`src/rtl/rr_adder_sequencer_pkg.sv`:
```
// Shared definitions for the round-robin nibble-serial adder sequencer.
package adder_seq_pkg;

    // Default number of 4-bit passes per operation.
    localparam int NIBBLES_DEFAULT = 4;

    typedef enum logic [1:0] {
        IDLE = 2'd0,
        RUN  = 2'd1,
        DONE = 2'd2
    } state_t;

    // Width of a counter that must hold 0..n-1, never narrower than one bit.
    function automatic int cnt_width(input int n);
        return (n <= 1) ? 1 : $clog2(n);
    endfunction

endpackage

```
`src/rtl/rr_adder_sequencer_if.sv`:
```
// Request/response bundle between the two requesters, the consumer and the sequencer.
//
// Handshake: a transfer happens on a rising clk edge where valid and ready are both
// high. A request holds its operands while waiting; the sequencer holds rsp_* stable
// while rsp_valid is high and rsp_ready is low.
interface rr_adder_sequencer_if #(
    parameter int NIBBLES = adder_seq_pkg::NIBBLES_DEFAULT
);
    localparam int W = 4 * NIBBLES;

    logic [1:0]     req_valid;
    logic [1:0]     req_ready;
    logic [2*W-1:0] req_a;
    logic [2*W-1:0] req_b;
    logic [1:0]     req_cin;
    logic           rsp_valid;
    logic           rsp_ready;
    logic           rsp_id;
    logic [W-1:0]   rsp_sum;
    logic           rsp_cout;
    logic           busy;

    // Sequencer side.
    modport slave (
        input  req_valid, req_a, req_b, req_cin, rsp_ready,
        output req_ready, rsp_valid, rsp_id, rsp_sum, rsp_cout, busy
    );

    // Requester/consumer side.
    modport master (
        output req_valid, req_a, req_b, req_cin, rsp_ready,
        input  req_ready, rsp_valid, rsp_id, rsp_sum, rsp_cout, busy
    );

endinterface

```
`src/rtl/rr_adder_sequencer_adder.sv`:
```
// Combinational 4-bit ripple-carry adder; the single shared datapath element.
module ripple_carry_adder_4bit (
    input  logic [3:0] a,
    input  logic [3:0] b,
    input  logic       cin,
    output logic [3:0] sum,
    output logic       cout
);

    logic [4:0] c;

    assign c[0] = cin;

    // One full adder per bit, carry rippling upward.
    for (genvar i = 0; i < 4; i++) begin : g_fa
        assign sum[i]  = a[i] ^ b[i] ^ c[i];
        assign c[i+1]  = (a[i] & b[i]) | (c[i] & (a[i] ^ b[i]));
    end

    assign cout = c[4];

endmodule

```
`src/rtl/rr_adder_sequencer.sv`:
```
// Two-requester round-robin front end feeding a nibble-serial adder: one nibble
// per RUN cycle through a shared 4-bit ripple adder, result held in DONE until taken.
module rr_adder_sequencer
    import adder_seq_pkg::*;
#(
    parameter int NIBBLES = NIBBLES_DEFAULT
) (
    input  logic                 clk,
    input  logic                 rst_n,
    rr_adder_sequencer_if.slave  bus,
    output state_t               state_dbg
);

    localparam int W  = 4 * NIBBLES;
    localparam int CW = cnt_width(NIBBLES);

    state_t          state;
    logic            rr_ptr;      // requester favoured when both are valid
    logic [W-1:0]    a_q;
    logic [W-1:0]    b_q;
    logic [W-1:0]    sum_q;
    logic            id_q;
    logic            carry_q;
    logic            cout_q;
    logic            rsp_valid_q;
    logic [CW-1:0]   cnt_q;

    logic            grant_id;
    logic            accept;
    logic [3:0]      a_nib;
    logic [3:0]      b_nib;
    logic [3:0]      add_sum;
    logic            add_cout;

    // Grant: the lone valid requester, or the pointer's choice when both ask.
    always_comb begin
        grant_id = 1'b0;
        if (bus.req_valid == 2'b11) grant_id = rr_ptr;
        else                        grant_id = bus.req_valid[1];
    end

    assign accept        = (state == IDLE) && (|bus.req_valid);
    assign bus.req_ready = accept ? (grant_id ? 2'b10 : 2'b01) : 2'b00;

    // Select nibble k of the captured operands for the shared adder.
    always_comb begin
        a_nib = '0;
        b_nib = '0;
        for (int k = 0; k < NIBBLES; k++) begin
            if (cnt_q == CW'(k)) begin
                a_nib = a_q[4*k +: 4];
                b_nib = b_q[4*k +: 4];
            end
        end
    end

    ripple_carry_adder_4bit u_adder (
        .a    (a_nib),
        .b    (b_nib),
        .cin  (carry_q),
        .sum  (add_sum),
        .cout (add_cout)
    );

    // Sequencer FSM: capture on acceptance, one nibble per RUN cycle, hold in DONE.
    always_ff @(posedge clk or negedge rst_n) begin
        if (!rst_n) begin
            state       <= IDLE;
            rr_ptr      <= 1'b0;
            a_q         <= '0;
            b_q         <= '0;
            sum_q       <= '0;
            id_q        <= 1'b0;
            carry_q     <= 1'b0;
            cout_q      <= 1'b0;
            rsp_valid_q <= 1'b0;
            cnt_q       <= '0;
        end else begin
            case (state)
                IDLE: begin
                    if (accept) begin
                        a_q     <= grant_id ? bus.req_a[2*W-1:W] : bus.req_a[W-1:0];
                        b_q     <= grant_id ? bus.req_b[2*W-1:W] : bus.req_b[W-1:0];
                        carry_q <= bus.req_cin[grant_id];
                        id_q    <= grant_id;
                        rr_ptr  <= ~grant_id;
                        cnt_q   <= '0;
                        state   <= RUN;
                    end
                end
                RUN: begin
                    for (int k = 0; k < NIBBLES; k++) begin
                        if (cnt_q == CW'(k)) sum_q[4*k +: 4] <= add_sum;
                    end
                    carry_q <= add_cout;
                    if (cnt_q == CW'(NIBBLES - 1)) begin
                        cout_q      <= add_cout;
                        rsp_valid_q <= 1'b1;
                        state       <= DONE;
                    end else begin
                        cnt_q <= cnt_q + CW'(1);
                    end
                end
                DONE: begin
                    if (bus.rsp_ready) begin
                        rsp_valid_q <= 1'b0;
                        state       <= IDLE;
                    end
                end
                default: state <= IDLE;
            endcase
        end
    end

    assign bus.rsp_valid = rsp_valid_q;
    assign bus.rsp_id    = id_q;
    assign bus.rsp_sum   = sum_q;
    assign bus.rsp_cout  = cout_q;
    assign bus.busy      = (state != IDLE);
    assign state_dbg     = state;

endmodule

```
`src/flat_wrapper.sv`:
```
// flat-port wrapper written by rule: the top's interface ports become plain ports
module rr_adder_sequencer_flat import adder_seq_pkg::*;
#(
    parameter int NIBBLES = NIBBLES_DEFAULT
)
  (clk, rst_n, state_dbg, bus_req_valid, bus_req_a, bus_req_b, bus_req_cin, bus_rsp_ready, bus_req_ready, bus_rsp_valid, bus_rsp_id, bus_rsp_sum, bus_rsp_cout, bus_busy);
  rr_adder_sequencer_if #(.NIBBLES(NIBBLES)) bus_i ();
  input  logic clk;
  input  logic rst_n;
  output state_t state_dbg;
  input wire logic [$bits(bus_i.req_valid)-1:0] bus_req_valid;
  input wire logic [$bits(bus_i.req_a)-1:0] bus_req_a;
  input wire logic [$bits(bus_i.req_b)-1:0] bus_req_b;
  input wire logic [$bits(bus_i.req_cin)-1:0] bus_req_cin;
  input wire logic [$bits(bus_i.rsp_ready)-1:0] bus_rsp_ready;
  output wire logic [$bits(bus_i.req_ready)-1:0] bus_req_ready;
  output wire logic [$bits(bus_i.rsp_valid)-1:0] bus_rsp_valid;
  output wire logic [$bits(bus_i.rsp_id)-1:0] bus_rsp_id;
  output wire logic [$bits(bus_i.rsp_sum)-1:0] bus_rsp_sum;
  output wire logic [$bits(bus_i.rsp_cout)-1:0] bus_rsp_cout;
  output wire logic [$bits(bus_i.busy)-1:0] bus_busy;
  assign bus_i.req_valid = bus_req_valid;
  assign bus_i.req_a = bus_req_a;
  assign bus_i.req_b = bus_req_b;
  assign bus_i.req_cin = bus_req_cin;
  assign bus_i.rsp_ready = bus_rsp_ready;
  assign bus_req_ready = bus_i.req_ready;
  assign bus_rsp_valid = bus_i.rsp_valid;
  assign bus_rsp_id = bus_i.rsp_id;
  assign bus_rsp_sum = bus_i.rsp_sum;
  assign bus_rsp_cout = bus_i.rsp_cout;
  assign bus_busy = bus_i.busy;
  rr_adder_sequencer #(.NIBBLES(NIBBLES)) u_core (.clk(clk), .rst_n(rst_n), .bus(bus_i), .state_dbg(state_dbg));
endmodule
```
`config.mk`:
```
export PLATFORM = sky130hd
export DESIGN_NAME = rr_adder_sequencer_flat
export DESIGN_NICKNAME = d
export VERILOG_FILES = /design/src/rtl/rr_adder_sequencer_pkg.sv /design/src/rtl/rr_adder_sequencer_if.sv /design/src/rtl/rr_adder_sequencer_adder.sv /design/src/rtl/rr_adder_sequencer.sv /design/src/flat_wrapper.sv
export SDC_FILE = /design/constraint.sdc
export NUM_CORES = 1
export LEC_CHECK = 0
export BUFFER_PORTS_ARGS = -buffer_cell sky130_fd_sc_hd__buf_4
export CORE_UTILIZATION = 35
export DETAILED_ROUTE_END_ITERATION = 12
export GPL_ROUTABILITY_DRIVEN = 0
export SYNTH_ARGS = -nofsm -noshare
export SYNTH_HDL_FRONTEND = slang
export SYNTH_HIERARCHICAL = 1
export SYNTH_SLANG_ARGS = --single-unit
```
`constraint.sdc`:
```
create_clock -name clk -period 6.8 [get_ports clk]
set_clock_uncertainty 0.2 [all_clocks]
set_input_delay 0.68 -clock clk [delete_from_list [all_inputs] [get_ports clk]]
set_output_delay 0.68 -clock clk [all_outputs]
set_load 0.1 [all_outputs]
```
# Yosys cells after proc, flatten, opt, wreduce, memory -nomap -nowiden
# Cells that the tools add are included.
# word_totals
output_inout_bits	24
inputBits	71
ff_bits	57
# classes
mux	27
n_bitwise	21
eq_ne	10
order_cmp	1
reduce_logical	16
addsub	1
# op_table
op	n
$mux W16	2
$mux W4	8
$mux W2	7
$reduce_and A2 Y1	6
$reduce_and A3 Y1	3
$and A1 B1 Y1	8
$eq A2 B2 Y1 const B	4
$xor A1 B1 Y1	8
$mux W1	6
$pmux W2 S3	1
$reduce_bool A2 Y1	3
$eq A2 B1 Y1 const B	2
$logic_not A2 Y1	2
$ne A2 B1 Y1 const B	2
$ne A2 B2 Y1 const B	2
$or A1 B1 Y1	4
$pmux W1 S2	2
$pmux W2 S2	1
$add A2 B1 Y2 const B	1
$lt A1 B2 Y1 const B	1
$reduce_or A2 Y1	1
$logic_and A1 B1 Y1	1
$not A1 Y1	1

# Logic depth before layout (Yosys ltp)
# Gate-level depths: netlist of run 1.
# depth
ltp_word	15
ltp_mapped	16
mapped_depth_nobuf	16

# By module
# The synthesis of run 1 kept the hierarchy.
# by_module_without_submodules
module	cells_per_inst	area_each_um2	instances	seq_area_each_um2
rr_adder_sequencer	229	2768.9	1	1426.4
ripple_carry_adder_4bit	14	117.6	1	0.0

# Least setup slack after synthesis of run 1
# OpenSTA, ideal clock, no wires.
# synth_timing
kind	reg2reg
start	reg u_core.cnt_q[0]
end	reg u_core.sum_q[11] (netlist: u_core/bus.rsp_sum[11])
required_ps	6474
t_arrival_ps	3039
stages_incl_launch_ff	15
synth_period_minus_slack_ps	3365
slack_ps	3435
cell_sequence	dfrtp_1 -> inv_1 -> ha_1 -> nor2b_1 -> a221oi_1 -> o31ai_1 -> fa_1 -> inv_1 -> fa_1 -> inv_1 -> fa_1 -> inv_1 -> fa_1 -> inv_1 -> mux2_2
# synth_via
elab_chain_len	13
word_cells_on_any_way	27
classes_between	eq/ne (3); mux (8); bitwise (14); reduce/logical (2)
# synth_lines
item	line_no	rtl
from (decl)	rr_adder_sequencer.sv:26	logic [CW-1:0] cnt_q;
from (signal assigned)	rr_adder_sequencer.sv:101	cnt_q <= cnt_q + CW'(1);
$logic_not A2 Y1	rr_adder_sequencer.sv:50	if (cnt_q == CW'(k)) begin
$mux W4 (3 in a row)	rr_adder_sequencer.sv:50	
$mux W4 *	rr_adder_sequencer.sv:50	
via u_core.a_nib[0]	rr_adder_sequencer.sv:30	logic [3:0] a_nib;
$xor A1 B1 Y1	rr_adder_sequencer_adder.sv:17	assign c[i+1] = (a[i] & b[i]) | (c[i] & (a[i] ^ b[i]));
$and A1 B1 Y1	rr_adder_sequencer_adder.sv:17	
$or A1 B1 Y1 *	rr_adder_sequencer_adder.sv:17	
$and A1 B1 Y1 *	rr_adder_sequencer_adder.sv:17	
$or A1 B1 Y1 *	rr_adder_sequencer_adder.sv:17	
$and A1 B1 Y1 *	rr_adder_sequencer_adder.sv:17	
$or A1 B1 Y1 *	rr_adder_sequencer_adder.sv:17	
$xor A1 B1 Y1 *	rr_adder_sequencer_adder.sv:16	assign sum[i] = a[i] ^ b[i] ^ c[i];
via u_core.add_sum[3]	rr_adder_sequencer.sv:32	logic [3:0] add_sum;
to (signal, indexed assignment)	rr_adder_sequencer.sv:93	if (cnt_q == CW'(k)) sum_q[4*k +: 4] <= add_sum;
to (decl)	rr_adder_sequencer.sv:21	logic [W-1:0] sum_q;
# Mark *: on every way through the listed nets, which the timed path passes. The rest lies on a longest branch.
# A chain may end at the register's enable or synchronous reset.

# Worst setup path in the final report of run 1
# layout_timing
start	reg u_core.cnt_q[1]
end	reg u_core.sum_q[11] (netlist: u_core/bus.rsp_sum[11])
# Same word-level chain as after synthesis.

==> flow_summary_export.csv, run 1 <==
group,metric,value,unit
status,status,"complete, no violations",
clock_tree,h-tree-depth,3,
sta,max_slew_margin,0.421,
cells_and_area,layout-drive-gt1-share,0.484,
yosys,ys_seq_elements,57,
yosys,yosysWarnings,6,
detailed_routing,drc,0,
cells_and_area,syn_to_final_growth,31.9,%
yosys,synthTopCellsByArea,"dfrtp_1, a221o_1, mux2_2",
detailed_routing,vias,2276,
worst_setup_path,critPathLaunchType,"flop",
global_route,overflow,0,
place,placed_cells,425,
worst_setup_path,reg2regPathDepth,14,
sta,tightest_slew,866,ps
cells_and_area,final_cell_mix,"buf_4, dfrtp_1, a221o_1, and3_2, mux2_2",
worst_setup_path,cp.arrival,3850,ps
cells_and_area,layout_commonest_cell,"buf_4",
cells_and_area,fin_util,0.485,
detailed_routing,first_iter_violations,149,
yosys,seq_area_frac_synth,0.494,
global_route,grtUsageTotal,0.180,
cells_and_area,n_antenna_cell,0,
place,portBuffers,94,
clock_tree,holdBufCountCts,0,
yosys,synth_fp_nets,322,
sta,min_period,3840,ps
worst_setup_path,cp.depth,14,
floorplan,core.rowCount,32,
global_route,grt_pass1_vias,2265,
worst_setup_path,endpoint_kind,"flop",
clock_tree,cts.path.max_buffers,2,
worst_setup_path,crit_top_cell,"inv_1",
sta,setup_viol,0,
detailed_routing,drt_pass1_iterations,4,
cells_and_area,instances_no_fill,441,
floorplan,initial_utilization,0.368,
clock_tree,cts_buffers,9,
yosys,synth_flop_cell,"dfrtp_1",
sta,slew_viol_final,0,
yosys,syn_area,2890,µm²
yosys,syn_inst,243,
worst_setup_path,crit_family,"adder cells",
yosys,synthArstFlopShare,1.00,
sta,rsz0062_at_grt,"false",
floorplan,dieArea,8610,µm²
clock_tree,postCtsSetupBuffers,0,
yosys,yosys.area.top_type,"dfrtp_1",
clock_tree,cts.clk_slew.worst_paths,60,ps
worst_setup_path,cp_cell_sequence,"inv_1 -> ha_1 -> nor2b_1 -> a221oi_1 -> o31ai_1 -> fa_1 -> inv_1 -> fa_1 -> inv_1 -> fa_1 -> inv_1 -> fa_1 -> inv_1 -> mux2_2",
worst_setup_path,cp.required,6820,ps
sta,finalHoldViolCount,0,
sta,setup_tns,0,ps
worst_hold_path,hp-class,"primary input to async pin",
clock_tree,cts.sinks,57,
floorplan,io_pins,95,
clock_tree,cts_tree,"done",
global_route,grt_pass1_wl,11700,µm
cells_and_area,multi_input_comb_area,1300,µm²
yosys,synth_edf_count,0,
worst_setup_path,crit_slowest_cell,"nor2b_1",
yosys,synth_area_per_cell,11.9,µm²
sta,period_share,0.564,
clock_tree,clockRootBuffer,"clkbuf_8",
clock_tree,ctsResizeCount,0,
floorplan,core_area,7850,µm²
cells_and_area,nFillCells,755,
sta,max_freq,261,MHz
detailed_routing,wl_per_cell,16.8,µm
floorplan,die_y,92.8,µm
worst_setup_path,max_stage_delay,480,ps
flow_run,maxCapViolCount,0,
yosys,ys_types,35,
clock_tree,clock_latency,340,ps
detailed_routing,vias_per_cell,5.16,
cells_and_area,nets,413,
floorplan,fp.dieW,92.8,µm
yosys,synth_top_area_share,0.494,
cells_and_area,regArea,1430,µm²
place,hpwl,5360,µm
worst_setup_path,critical_path_class,"flop to flop",
detailed_routing,routed_wl,7390,µm
worst_setup_path,cp_max_fo,11,
worst_setup_path,crit_buf_inv,5,
global_route,antenna_found_initial,0,
detailed_routing,ant_nets,0,
global_route,grt_max_degree,58,
area by class of cell:
type                       instances  area share
sequential                        57       0.375
multi-input combinational        153       0.342
timing repair buffer              97       0.191
clock buffer                      10      0.0335
tap                              102      0.0335
inverter                          16      0.0158
clock inverter                     6     0.00920
path summary, 6_finish.rpt:
kind | startpoint | end | slack, ps
setup / recovery | u_core/cnt_q[1] | u_core/bus.rsp_sum[11] | 2960
hold / removal | rst_n | u_core/bus.rsp_sum[8] | 180
setup reg to reg | u_core/cnt_q[1] | u_core/bus.rsp_sum[11] | 2960
hold reg to reg | u_core/bus.rsp_id | u_core/bus.rsp_id | 280
max in group asynchronous | rst_n | u_core/cnt_q[1] | 5740
min in group clk | u_core/bus.rsp_id | u_core/bus.rsp_id | 280
cells in the mapped netlist (all sizes together), types with 4 or more instances:
| cell | count |
|---|---|
| fa | 4 |
| buf | 7 |
| clkbuf | 10 |
| nor2b | 10 |
| o31ai | 8 |
| and3 | 33 |
| ha | 4 |
| a221oi | 7 |
| nand2 | 13 |
| a221o | 32 |
| dfrtp | 57 |
| inv | 16 |
| a21oi | 5 |
| mux2 | 17 |
logic make-up after synthesis:
group / synth area share
and+or+nand+nor: 0.141
AOI/OAI and AO/OA: 0.190
DFF: 0.494
buffers and inverters: 0.0563
muxes: 0.0733
adders and majority gates: 0.0451
stage by stage:
stage / setup slack [ps] / hold slack (ps) / instance area [µm²]
finish: 2960 / 185 / 3810
global route: 2680 / 239 / 3810
CTS: 2960 / 212 / 3810
detailed placement: 2970 / 270 / 3640
global placement: 3200 / 268 / 3640
floorplan: 3440 / 184 / 2890
per-layer routing:
metal,vias up,global-route usage,part of all wire
li1,1104,-,-
met1,1087,0.260,0.47
met2,76,0.262,0.46
met3,9,0.0452,0.056
met4,0,0.0615,0.013
met5,-,0,0
worst reg2reg max path, stage by stage (launching register included):
cell      delay (ps)
dfrtp_1          370
inv_1             80
ha_1             320
nor2b_1          480
a221oi_1         160
o31ai_1          380
fa_1             230
inv_1             50
fa_1             360
inv_1             80
fa_1             160
inv_1             50
fa_1             480
inv_1             70
mux2_2           260
flip-flops by register name, summed over array words and instances, names as in the netlist:
register / cells
u_core/a_q: 16
u_core/b_q: 16
u_core/bus.rsp_sum: 16
u_core/cnt_q: 2
u_core/state_dbg: 2
u_core/bus.rsp_cout: 1
u_core/bus.rsp_id: 1
u_core/bus.rsp_valid: 1
u_core/carry_q: 1
u_core/rr_ptr: 1
Power of run 1 is not shown: default switching activity piles up to over one toggle a cycle in this logic, so the estimate is an artifact.
==> inputs of run 2 (changes only) <==
clock period = 3.35 ns   (was 6.8 ns; I/O delays follow)
==> run 2 against run 1 <==
Against the previous run: maximum frequency is 19% higher; critical path depth stayed put; critical endpoint unchanged; largest cell class unchanged; setup slack worse by 2800 ps; register-to-register slack worse by 2800 ps.
==> flow_summary_export.csv, run 2 (synthesis results as in run 1) <==
group,metric,value,unit
global_route,antenna_found_initial,0,
cells_and_area,final_area,4060,µm²
sta,max_freq,311,MHz
worst_setup_path,cp.required,3370,ps
global_route,grtUsageTotal,0.181,
worst_setup_path,cp.arrival,3240,ps
worst_setup_path,endpoint_kind,"flop",
place,placed_area,3700,µm²
detailed_routing,vias,2346,
cells_and_area,syn_to_final_growth,40.7,%
sta,slew_viol_final,0,
sta,min_period,3220,ps
cells_and_area,fin_util,0.518,
clock_tree,cts.clk_slew.worst_paths,60,ps
place,place_ws,-26.6,ps
place,hpwl,5380,µm
worst_setup_path,crit_slowest_cell,"fa_1",
clock_tree,clock_latency,330,ps
cells_and_area,layout-drive-gt1-share,0.545,
global_route,grt_max_degree,58,
cells_and_area,nFillCells,730,
cells_and_area,multi_input_comb_area,1370,µm²
sta,period_share,0.960,
detailed_routing,wl_per_cell,16.4,µm
clock_tree,cts.sinks,57,
detailed_routing,routed-wl-met2,3420,µm
sta,rsz0062_at_grt,"true",
cells_and_area,nets,426,
detailed_routing,ant_nets,0,
cells_and_area,regArea,1430,µm²
cells_and_area,layout_commonest_cell,"buf_4",
detailed_routing,top_layer,"met4",
worst_setup_path,max_stage_delay,470,ps
sta,max_slew_margin,0.169,
global_route,grt_pass1_wl,11800,µm
global_route,overflow,0,
cells_and_area,n_antenna_cell,0,
floorplan,io_pins,95,
worst_setup_path,critical_path_class,"flop to flop",
detailed_routing,drc,0,
detailed_routing,dr_wl_met3,445,µm
place,portBuffers,94,
clock_tree,cts_buffers,9,
detailed_routing,vias_per_cell,5.17,
flow_run,maxCapViolCount,0,
sta,worst_slack,133,ps
status,status,"complete, no violations",
sta,setup_tns,0,ps
detailed_routing,wl_met1,3460,µm
clock_tree,cts_tree,"done",
sta,finalHoldViolCount,0,
floorplan,fp.dieW,92.8,µm
clock_tree,cts.path.max_buffers,2,
global_route,grt_pass1_vias,2337,
worst_setup_path,critPathLaunchType,"flop",
sta,tightest_slew,1250,ps
detailed_routing,first_iter_violations,113,
floorplan,die_y,92.8,µm
detailed_routing,drt_pass1_iterations,4,
worst_setup_path,crit_family,"adder cells",
worst_setup_path,cp_cell_sequence,"inv_2 -> ha_4 -> nor2b_4 -> a221oi_2 -> o31ai_2 -> fa_2 -> inv_1 -> fa_2 -> inv_2 -> fa_2 -> inv_1 -> fa_1 -> inv_1 -> mux2_2",
clock_tree,clockRootBuffer,"clkbuf_8",
cells_and_area,final_cell_mix,"buf_4, dfrtp_1, a221o_1, and3_2, mux2_2",
worst_hold_path,hp-class,"primary input to flop",
clock_tree,h-tree-depth,3,
floorplan,dieArea,8610,µm²
floorplan,initial_utilization,0.368,
floorplan,core.rowCount,32,
worst_setup_path,crit_buf_inv,5,
detailed_routing,routed_wl,7430,µm
floorplan,core_area,7850,µm²
sta,setup_viol,0,
worst_setup_path,cp_max_fo,4,
==> run 2: cell type report <==
class | instances | area share
sequential | 57 | 0.352
multi-input combinational | 153 | 0.337
timing repair buffer | 110 | 0.205
clock buffer | 10 | 0.0339
tap | 102 | 0.0314
clock inverter | 6 | 0.0259
inverter | 16 | 0.0148
==> run 2: final timing paths <==
path / from / to / slack [ps] / cells after the start
worst max-delay path: u_core/cnt_q[0] / u_core/bus.rsp_sum[11] / 130 / 14
worst min-delay path: bus_req_b[2] / u_core/b_q[2] / 30 / 2
worst max register to register: u_core/cnt_q[0] / u_core/bus.rsp_sum[11] / 130 / 14
worst min register to register: u_core/bus.rsp_id / u_core/bus.rsp_id / 280 / 1
max in group asynchronous: rst_n / u_core/cnt_q[0] / 2050 / 2
min in group asynchronous: rst_n / u_core/bus.rsp_sum[1] / 390 / 2
==> run 2: through the flow <==
step	instances	hold WS, ps
after global placement	432	231
after detailed placement	432	227
final	454	32.2
after CTS	450	11.9
after floorplan	243	-161
after global routing	454	14.3
==> run 2: timing repair <==
| item | CTS | global route |
|---|---|---|
| pin swaps | 2 | 5 |
| gates resized for setup | 3 | 16 |
| endpoints found under the hold margin | 58 | 0 |
| setup endpoints to repair | 5 | 5 |
| cloned | 0 | 0 |
| buffers inserted | 0 | 4 |
| hold buffers | 2 | 0 |
==> run 2: worst register-to-register path: cells and delay by family, from the launching register on <==
kind,cells,cell delay (ps)
AND/OR/NAND/NOR,1,180
AO/OA/AOI/OAI,2,360
adder cells (fa/ha/maj),5,1350
multiplexers,1,260
flip-flops,1,450
buffers and inverters,5,320
==> run 2: metal layers <==
metal,global-route usage,vias up
li1,-,1128
met1,0.247,1135
met2,0.275,74
met3,0.0452,9
met4,0.0692,0
met5,0,-
Power of run 2 is left out for the same reason.
==> inputs of run 3 (changes only) <==
CELL_PAD_IN_SITES_DETAIL_PLACEMENT = 1   (was default)
CELL_PAD_IN_SITES_GLOBAL_PLACEMENT = 1   (was default)
PLACE_DENSITY_LB_ADDON = 0.1   (was default)
==> run 3 against run 2 <==
Against the previous run: clock-buffer cell count unchanged; worst hold slack worse by 7.7 ps; sequential share of layout area down 0.25 points; critical path depth unchanged; highest routed layer unchanged; core utilization up 0.32 points; final area up 0.62%; critical path type unchanged.
==> flow_summary_export.csv, run 3 (synthesis results as in run 1) <==
group,metric,value,unit
status,status,"complete, no violations",
cells_and_area,final_cell_mix,"buf_4, dfrtp_1, a221o_1, and3_2, mux2_2",
detailed_routing,drt_pass1_iterations,4,
detailed_routing,ant_nets,0,
clock_tree,clock_latency,340,ps
sta,max_freq,302,MHz
sta,rsz0062_at_grt,"true",
place,hpwl,5910,µm
clock_tree,h-tree-depth,3,
cells_and_area,nets,427,
cells_and_area,instances_no_fill,455,
global_route,grt_pass1_wl,12900,µm
global_route,overflow,0,
sta,tightest_slew,717,ps
floorplan,io_pins,95,
floorplan,dieArea,8610,µm²
worst_setup_path,cp.arrival,3330,ps
floorplan,die_y,92.8,µm
clock_tree,cts.clk_slew.worst_paths,70,ps
worst_hold_path,hp-class,"primary input to flop",
clock_tree,cts.path.max_buffers,2,
global_route,grt_max_degree,58,
detailed_routing,wl_per_cell,18.1,µm
floorplan,core.rowCount,32,
sta,whs,24.4,ps
floorplan,core_area,7850,µm²
sta,finalHoldViolCount,0,
flow_run,maxCapViolCount,0,
worst_setup_path,critPathLaunchType,"flop",
sta,setup_viol,0,
worst_setup_path,critical_path_class,"flop to flop",
detailed_routing,routed_wl,8240,µm
worst_setup_path,cp_max_fo,4,
sta,slew_viol_final,0,
cells_and_area,syn_to_final_growth,41.6,%
cells_and_area,final_area,4090,µm²
detailed_routing,first_iter_violations,63,
floorplan,initial_utilization,0.368,
clock_tree,cts.sinks,57,
worst_setup_path,cp.required,3360,ps
detailed_routing,drc,0,
global_route,grt_pass1_vias,2451,
cells_and_area,layout-drive-gt1-share,0.547,
place,placed_cells,432,
sta,max_slew_margin,0.522,
floorplan,fp.dieW,92.8,µm
sta,period_share,0.990,
place,portBuffers,94,
worst_setup_path,endpoint_kind,"flop",
place,placed_area,3700,µm²
clock_tree,cts_buffers,9,
clock_tree,clockRootBuffer,"clkbuf_8",
sta,min_period,3320,ps
global_route,grtUsageTotal,0.200,
cells_and_area,n_antenna_cell,0,
detailed_routing,vias_per_cell,5.23,
cells_and_area,layout_commonest_cell,"buf_4",
global_route,antenna_found_initial,0,
clock_tree,cts_tree,"done",
detailed_routing,vias,2378,
[run 3: cell count changes in the layout (fill, tap and decap cells not counted), sizes merged]
cell	delta
buf	+1
[run 3: cell type report]
type	count	area, µm²
sequential	57	1430
inverter	16	60.1
multi-input combinational	153	1380
clock buffer	10	138
timing repair buffer	111	846
tap	102	128
clock inverter	6	105
fill	882	3760
[run 3: path summary, 6_finish.rpt]
check / startpoint / endpoint / slack (ps) / depth (start not counted)
setup / recovery: u_core/cnt_q[0] / u_core/bus.rsp_sum[11] / 30 / 14
min in group asynchronous: rst_n / u_core/bus.rsp_sum[13] / 390 / 2
hold / removal: bus_req_a[0] / u_core/a_q[0] / 20 / 2
hold reg to reg: u_core/bus.rsp_id / u_core/bus.rsp_id / 290 / 1
setup reg to reg: u_core/cnt_q[0] / u_core/bus.rsp_sum[11] / 30 / 14
max in group asynchronous: rst_n / u_core/a_q[1] / 2070 / 2
[run 3: through the flow]
step	setup WS (ps)	utilization	TNS (ps)
6_report	34.4	0.521	0
4_1_cts	5.70	0.510	0
2_1_floorplan	26.2	-	0
5_1_grt	-75.5	0.521	-296
3_5_place_dp	-89.2	0.471	-389
3_3_place_gp	29.9	0.471	0
[run 3: layer usage]
| layer | part of all wire | routed length [µm] | vias to the layer above | GRT usage |
|---|---|---|---|---|
| li1 | - | - | 1126 | - |
| met1 | 0.44 | 3640 | 1174 | 0.267 |
| met2 | 0.50 | 4110 | 69 | 0.318 |
| met3 | 0.045 | 371 | 9 | 0.0378 |
| met4 | 0.014 | 114 | 0 | 0.0846 |
| met5 | 0 | 0 | - | 0 |
[run 3: repair_timing]
item                       in CTS  in global routing
hold endpoints to repair       58                  0
gates resized for setup         7                 14
cloned                          0                  0
buffers inserted                1                  4
hold buffers                    2                  0
setup endpoints to repair       5                  6
pin swaps                       2                  4
[run 3: worst max-delay path, stage by stage, from the launching register on]
cell and delay, ps:
dfrtp_1 420, buf_6 140, ha_4 170, nor2b_4 180
a221oi_2 90, o31ai_2 290, fa_2 250, inv_1 50
fa_2 330, inv_2 70, fa_1 160, inv_1 50
fa_1 490, inv_2 50, mux2_2 250
Power of run 3 is left out for the same reason.
